**src/rtl/radius_burst_feeder.sv**
```systemverilog
`default_nettype none
// ============================================================================
// Module   : radius_burst_feeder
// Purpose  : Buffers one polygon of radius samples, replays it to the surface
//            calculator as a gap-free burst, then returns the captured surface.
// Revision : 1.0 - initial release
// ============================================================================
module radius_burst_feeder #(
  parameter int N_SAMPLES    = 64,
  parameter int DW           = 16,
  parameter int SW           = 32,
  parameter int DRAIN_CYCLES = 8,
  parameter int CLOSE_LOOP   = 1
) (
  input  logic          clk,
  input  logic          rst,
  input  logic          abort,
  input  logic          s_valid,
  output logic          s_ready,
  input  logic [DW-1:0] s_radius,
  output logic          calc_en,
  output logic [DW-1:0] calc_radius,
  input  logic [SW-1:0] calc_surf,
  output logic          m_valid,
  input  logic          m_ready,
  output logic [SW-1:0] m_surf,
  output logic          busy
);

  localparam int C_PTR_W     = (N_SAMPLES > 1) ? $clog2(N_SAMPLES) : 1;
  localparam int C_BURST_LEN = N_SAMPLES + ((CLOSE_LOOP != 0) ? 1 : 0);
  localparam int C_BURST_W   = $clog2(C_BURST_LEN + 1);
  localparam int C_DRAIN_W   = (DRAIN_CYCLES > 1) ? $clog2(DRAIN_CYCLES) : 1;

  localparam logic [C_PTR_W-1:0]   C_LAST_PTR   = C_PTR_W'(N_SAMPLES - 1);
  localparam logic [C_BURST_W-1:0] C_BURST_END  = C_BURST_W'(C_BURST_LEN);
  localparam logic [C_DRAIN_W-1:0] C_DRAIN_LAST = C_DRAIN_W'(DRAIN_CYCLES - 1);

  typedef enum logic [1:0] {
    LOAD   = 2'd0,
    STREAM = 2'd1,
    DRAIN  = 2'd2,
    RESULT = 2'd3
  } state_t;

  state_t               r_state;
  logic [DW-1:0]        r_buf [N_SAMPLES];
  logic [C_PTR_W-1:0]   r_wr_ptr;
  logic [C_PTR_W-1:0]   r_rd_ptr;
  logic [C_BURST_W-1:0] r_burst_cnt;
  logic [C_DRAIN_W-1:0] r_drain_cnt;
  logic                 r_calc_en;
  logic [DW-1:0]        r_calc_radius;
  logic                 r_m_valid;
  logic [SW-1:0]        r_m_surf;

  logic w_load_hs;

  assign w_load_hs   = (r_state == LOAD) && s_valid;
  assign s_ready     = (r_state == LOAD);
  assign busy        = (r_state != LOAD);
  assign calc_en     = r_calc_en;
  assign calc_radius = r_calc_radius;
  assign m_valid     = r_m_valid;
  assign m_surf      = r_m_surf;

  // Sample storage carries no reset; a sample seen together with abort is dropped.
  always_ff @(posedge clk) begin
    if (w_load_hs && !abort) begin
      r_buf[r_wr_ptr] <= s_radius;
    end
  end

  always_ff @(posedge clk or negedge rst) begin
    if (!rst) begin
      r_state       <= LOAD;
      r_wr_ptr      <= '0;
      r_rd_ptr      <= '0;
      r_burst_cnt   <= '0;
      r_drain_cnt   <= '0;
      r_calc_en     <= 1'b0;
      r_calc_radius <= '0;
      r_m_valid     <= 1'b0;
      r_m_surf      <= '0;
    end else if (abort) begin
      r_state       <= LOAD;
      r_wr_ptr      <= '0;
      r_rd_ptr      <= '0;
      r_calc_en     <= 1'b0;
      r_calc_radius <= '0;
      r_m_valid     <= 1'b0;
    end else begin
      case (r_state)
        LOAD: begin
          if (w_load_hs) begin
            if (r_wr_ptr == C_LAST_PTR) begin
              // buf[0] was written on an earlier edge, so it is safe to launch it now.
              r_wr_ptr      <= '0;
              r_state       <= STREAM;
              r_calc_en     <= 1'b1;
              r_calc_radius <= r_buf[0];
              r_rd_ptr      <= C_PTR_W'(1);
              r_burst_cnt   <= C_BURST_W'(1);
            end else begin
              r_wr_ptr <= r_wr_ptr + C_PTR_W'(1);
            end
          end
        end
        STREAM: begin
          if (r_burst_cnt == C_BURST_END) begin
            r_calc_en     <= 1'b0;
            r_calc_radius <= '0;
            r_drain_cnt   <= '0;
            r_state       <= DRAIN;
          end else begin
            r_calc_radius <= r_buf[r_rd_ptr];
            r_rd_ptr      <= (r_rd_ptr == C_LAST_PTR) ? '0 : r_rd_ptr + C_PTR_W'(1);
            r_burst_cnt   <= r_burst_cnt + C_BURST_W'(1);
          end
        end
        DRAIN: begin
          if (r_drain_cnt == C_DRAIN_LAST) begin
            r_m_surf  <= calc_surf;
            r_m_valid <= 1'b1;
            r_state   <= RESULT;
          end else begin
            r_drain_cnt <= r_drain_cnt + C_DRAIN_W'(1);
          end
        end
        RESULT: begin
          if (m_ready) begin
            r_m_valid <= 1'b0;
            r_state   <= LOAD;
          end
        end
        default: r_state <= LOAD;
      endcase
    end
  end

endmodule
`default_nettype wire

```
**config.mk**
```make
export PLATFORM = sky130hd
export DESIGN_NAME = radius_burst_feeder
export DESIGN_NICKNAME = d
export VERILOG_FILES = /design/src/rtl/radius_burst_feeder.sv
export SDC_FILE = /design/constraint.sdc
export NUM_CORES = 1
export LEC_CHECK = 0
export BUFFER_PORTS_ARGS = -buffer_cell sky130_fd_sc_hd__buf_2
export CELL_PAD_IN_SITES_DETAIL_PLACEMENT = 1
export CELL_PAD_IN_SITES_GLOBAL_PLACEMENT = 2
export CORE_MARGIN = 2
export CORE_UTILIZATION = 53
export CTS_CLUSTER_DIAMETER = 150
export DETAILED_ROUTE_END_ITERATION = 10
export PLACE_DENSITY_LB_ADDON = 0.1
export SLEW_MARGIN = 20
export SYNTH_ARGS = -nofsm -noshare
export SYNTH_HDL_FRONTEND = slang
export SYNTH_SLANG_ARGS = --single-unit
```
**constraint.sdc**
```tcl
create_clock -name clk -period 5.1 [get_ports clk]
set_clock_uncertainty 0.15 [all_clocks]
set_input_delay 0.255 -clock clk [delete_from_list [all_inputs] [get_ports clk]]
set_output_delay 0.255 -clock clk [all_outputs]
set_load 0.01 [all_outputs]
```
==> key figures <==
Timing
  • Final Setup Violations: 0
  • Fin crit share: 0.738
  • Fin Hold WS: 14.9 ps
  • TNS Setup: 0 ps
  • Max transition margin: 0.326
  • Worst-Margin Slew: 1000 ps
  • Fin. max-slew vios: 0
  • Final hold vios: 0
  • Max Fclk: 0.266 GHz
  • RSZ-0062 raised after global routing: false
  • Minimum clock period: 3760 ps

Clock tree
  • Post-cts resize count: 0
  • CTS tree: built
  • H-tree depth: 3
  • CTS clk-pin slew, worst paths: 70 ps
  • # clock sinks: 1098
  • Clk root buf: clkbuf_16
  • Clock Latency Late Sink: 680 ps
  • Total CTS buffers: 110
  • Max Root-Sink Buffers: 3

Yosys
  • Synth Flop Type: edfxtp_1
  • Sequential share of the synthesized area: 0.757
  • Yosys top cell area share: 0.714
  • EDFF count, synth: 1024
  • Post-Synth Adder-Cell Area: 0.00291
  • Post-synthesis cell area: 43000 um^2
  • Synth Area in XOR/XNOR: 0.000610
  • Synth Area in Compound Gates: 0.0439
  • Mapped Cells: 2172
  • Yosys reg bits: 1098
  • Async set-or-reset flop fraction in the synthesized netlist: 0.0674
  • Top cells by count, synth: edfxtp_1 (1024), mux4_2 (188), mux2i_1 (103), mux2_2 (92), nor2_1 (86)
  • Syn nets: 2235
  • Largest family of logic cells by synthesized area: multiplexers
  • Syn Area/Cell: 19.8 um^2
  • Simple-gate share of the synthesized area: 0.0286
  • Syn. warnings: 0
  • Main area contributors after synthesis: edfxtp_1 (71%), mux4_2 (9.8%), dfrtp_1 (4.3%)
  • Portion of netlist area occupied by mux cells: 0.149
  • Cell taking the most area after synthesis: edfxtp_1
  • Top-count cell post-synth: edfxtp_1
  • Distinct cells, synth: 61

Global route
  • Overflow after GRT: 0
  • Largest net degree at the start of global routing: 65
  • Vias in the first global route: 23500
  • Total track usage: 0.290
  • Initial antenna violation count: 8
  • First-pass GRT wire length: 170000 um

Worst hold path
  • Hold Crit Class: primary input to flop

Status
  • Run status: finished, final reports clean

Drt
  • DR WL/cell: 33.3 um
  • Vias per cell: 6.43
  • DRT Pass-1 Iters: 5
  • Final WL: 119000 um
  • Via count: 23000
  • Residual DRC count: 0
  • DRT antenna net count: 0
  • Iter 0 DRT Violations: 2729

Placed design
  • Routability cong.: 0.879
  • Post-detail-place hpwl: 70100 um
  • I/O Buffers: 104

Worst setup path
  • Worst Setup Start Kind: flop
  • Crit path kind: flop to flop
  • Req. time, crit path: 5520 ps
  • Peak fanout along the critical path: 32
  • Critical path capture point type: flop
  • Crit path DAT: 4190 ps

Finish
  • Area growth from synthesis to layout: 14.4%
  • Area of the multi-input gates: 9740 um^2
  • # nets final: 2490
  • Layout cell share with drive strength beyond 1: 0.274
  • Total area of sequential cells: 32600 um^2
  • Fillers: 6789

Power
  • Maximum VDD drop: 0.301 mV
  • Power Dens Cells: 394 nW/um^2
  • Power Total: 19.4 mW
  • LEAKAGE: 16.4 nW

Floorplan
  • Placement Rows: 104
  • Area of the core: 80400 um^2
  • Starting Density: 0.535
  • IO Count: 105
  • Die height: 289 um
  • Die area: 83500 um^2
  • Die width: 289 um

Job
  • Number of max-cap violations: 0
cell usage in the layout, fill, tap and decap left out, types with 5 or more instances in the layout:
master,synthesis,routed
nand3b_1,6,6
nand2b_1,11,10
o211ai_1,11,11
buf_4,19,130
o22ai_1,41,41
dfrtp_1,74,71
mux2i_1,103,103
nor2_1,86,84
a22oi_1,50,50
clkinv_2,0,18
bufinv_16,0,10
o21ai_0,53,53
a21oi_1,30,30
inv_1,13,12
clkinv_1,0,19
nor3_1,7,7
clkbuf_16,0,115
a32oi_1,11,11
mux4_1,5,5
o2111ai_1,6,6
and2_1,5,5
buf_2,23,101
ha_1,10,10
dlygate4sd3_1,0,37
edfxtp_1,1024,1024
clkbuf_8,0,6
a22o_1,25,25
clkbuf_1,56,27
nand4_1,9,9
mux4_2,188,188
or3_1,13,13
a31oi_1,6,6
nand3_1,14,14
mux2_2,92,92
a221oi_1,15,15
or3b_2,6,6
nand2_1,72,72
kinds of logic (layout without fill, tap and decap cells):
| group | Yosys count | in the layout |
|---|---|---|
| xor+xnor | 3 | 3 |
| fa+ha+maj | 10 | 10 |
| other cells | 0 | 1 |
| flops | 1098 | 1098 |
| mux | 388 | 388 |
| compound gates | 275 | 275 |
| buf+inv | 143 | 486 |
| simple gates | 255 | 255 |
path summary, 6_finish.rpt:
| path | cells past startpoint | from | slack [ps] | end |
|---|---|---|---|---|
| setup / recovery | 7 | r_rd_ptr[0]$_DFFE_PN0P_ | 1340 | calc_radius[4]$_DFFE_PN0P_ |
| hold / removal | 1 | s_radius[15] | 10 | r_buf[62][15]$_DFFE_PP_ |
| setup reg to reg | 7 | r_rd_ptr[0]$_DFFE_PN0P_ | 1340 | calc_radius[4]$_DFFE_PN0P_ |
| hold reg to reg | 1 | m_surf[2]$_DFFE_PN0P_ | 350 | m_surf[2]$_DFFE_PN0P_ |
| max in group asynchronous | 3 | rst | 3950 | r_rd_ptr[1]$_DFFE_PN0P_ |
| min in group asynchronous | 3 | rst | 110 | calc_radius[14]$_DFFE_PN0P_ |
critical path: stages (launching register included):
cell and delay [ps]:
dfrtp_4 860, buf_4 340, buf_4 400, mux2i_1 130
a22o_1 230, o21ai_0 560, o2111ai_1 600, o211ai_1 350
flip-flops by register name (all words and copies together) (netlist names), 2 cells and up:
register	count
r_buf	1024
m_surf	32
calc_radius	16
r_burst_cnt	7
r_rd_ptr	6
r_wr_ptr	6
r_drain_cnt	3
r_state	2
final cells by class:
type,count,area share
Antenna cell,1,0.0000508
Inverter,14,0.00107
Clock inverter,52,0.0106
Sequential cell,1098,0.662
Tap cell,1060,0.0269
Clock buffer,148,0.0622
Timing Repair Buffer,272,0.0392
Multi-Input combinational cell,931,0.198
stage by stage:
stage	cells	instance area [um^2]	worst slack [ps]	utilization
after CTS	3575	49200	1290	0.612
after global placement	3337	45300	1330	0.563
after detailed placement	3337	45300	1310	0.563
final	3576	49200	1340	0.612
after global routing	3575	49200	1190	0.612
after floorplan	2172	43000	1550	-
per-layer routing:
metal  GRT usage  routed length [um]  part of all wire
met1       0.432               50700              0.43
met2       0.446               55700              0.47
met3      0.0500                9470             0.080
met4      0.0839                3080             0.026
met5           0                  28           0.00024
power by group:
part           internal (mW)  leakage (nW)  switching [mW]
Clock                   4.69          1.76            3.35
Sequential              9.90          10.2          0.0742
Combinational          0.609          4.41           0.756
repair_timing:
item,in CTS,in global routing
hold buffers,38,0
setup endpoints to repair,0,0
endpoints found under the hold margin,114,0
buffers inserted,0,0
Power figures use the tool's default switching activity.
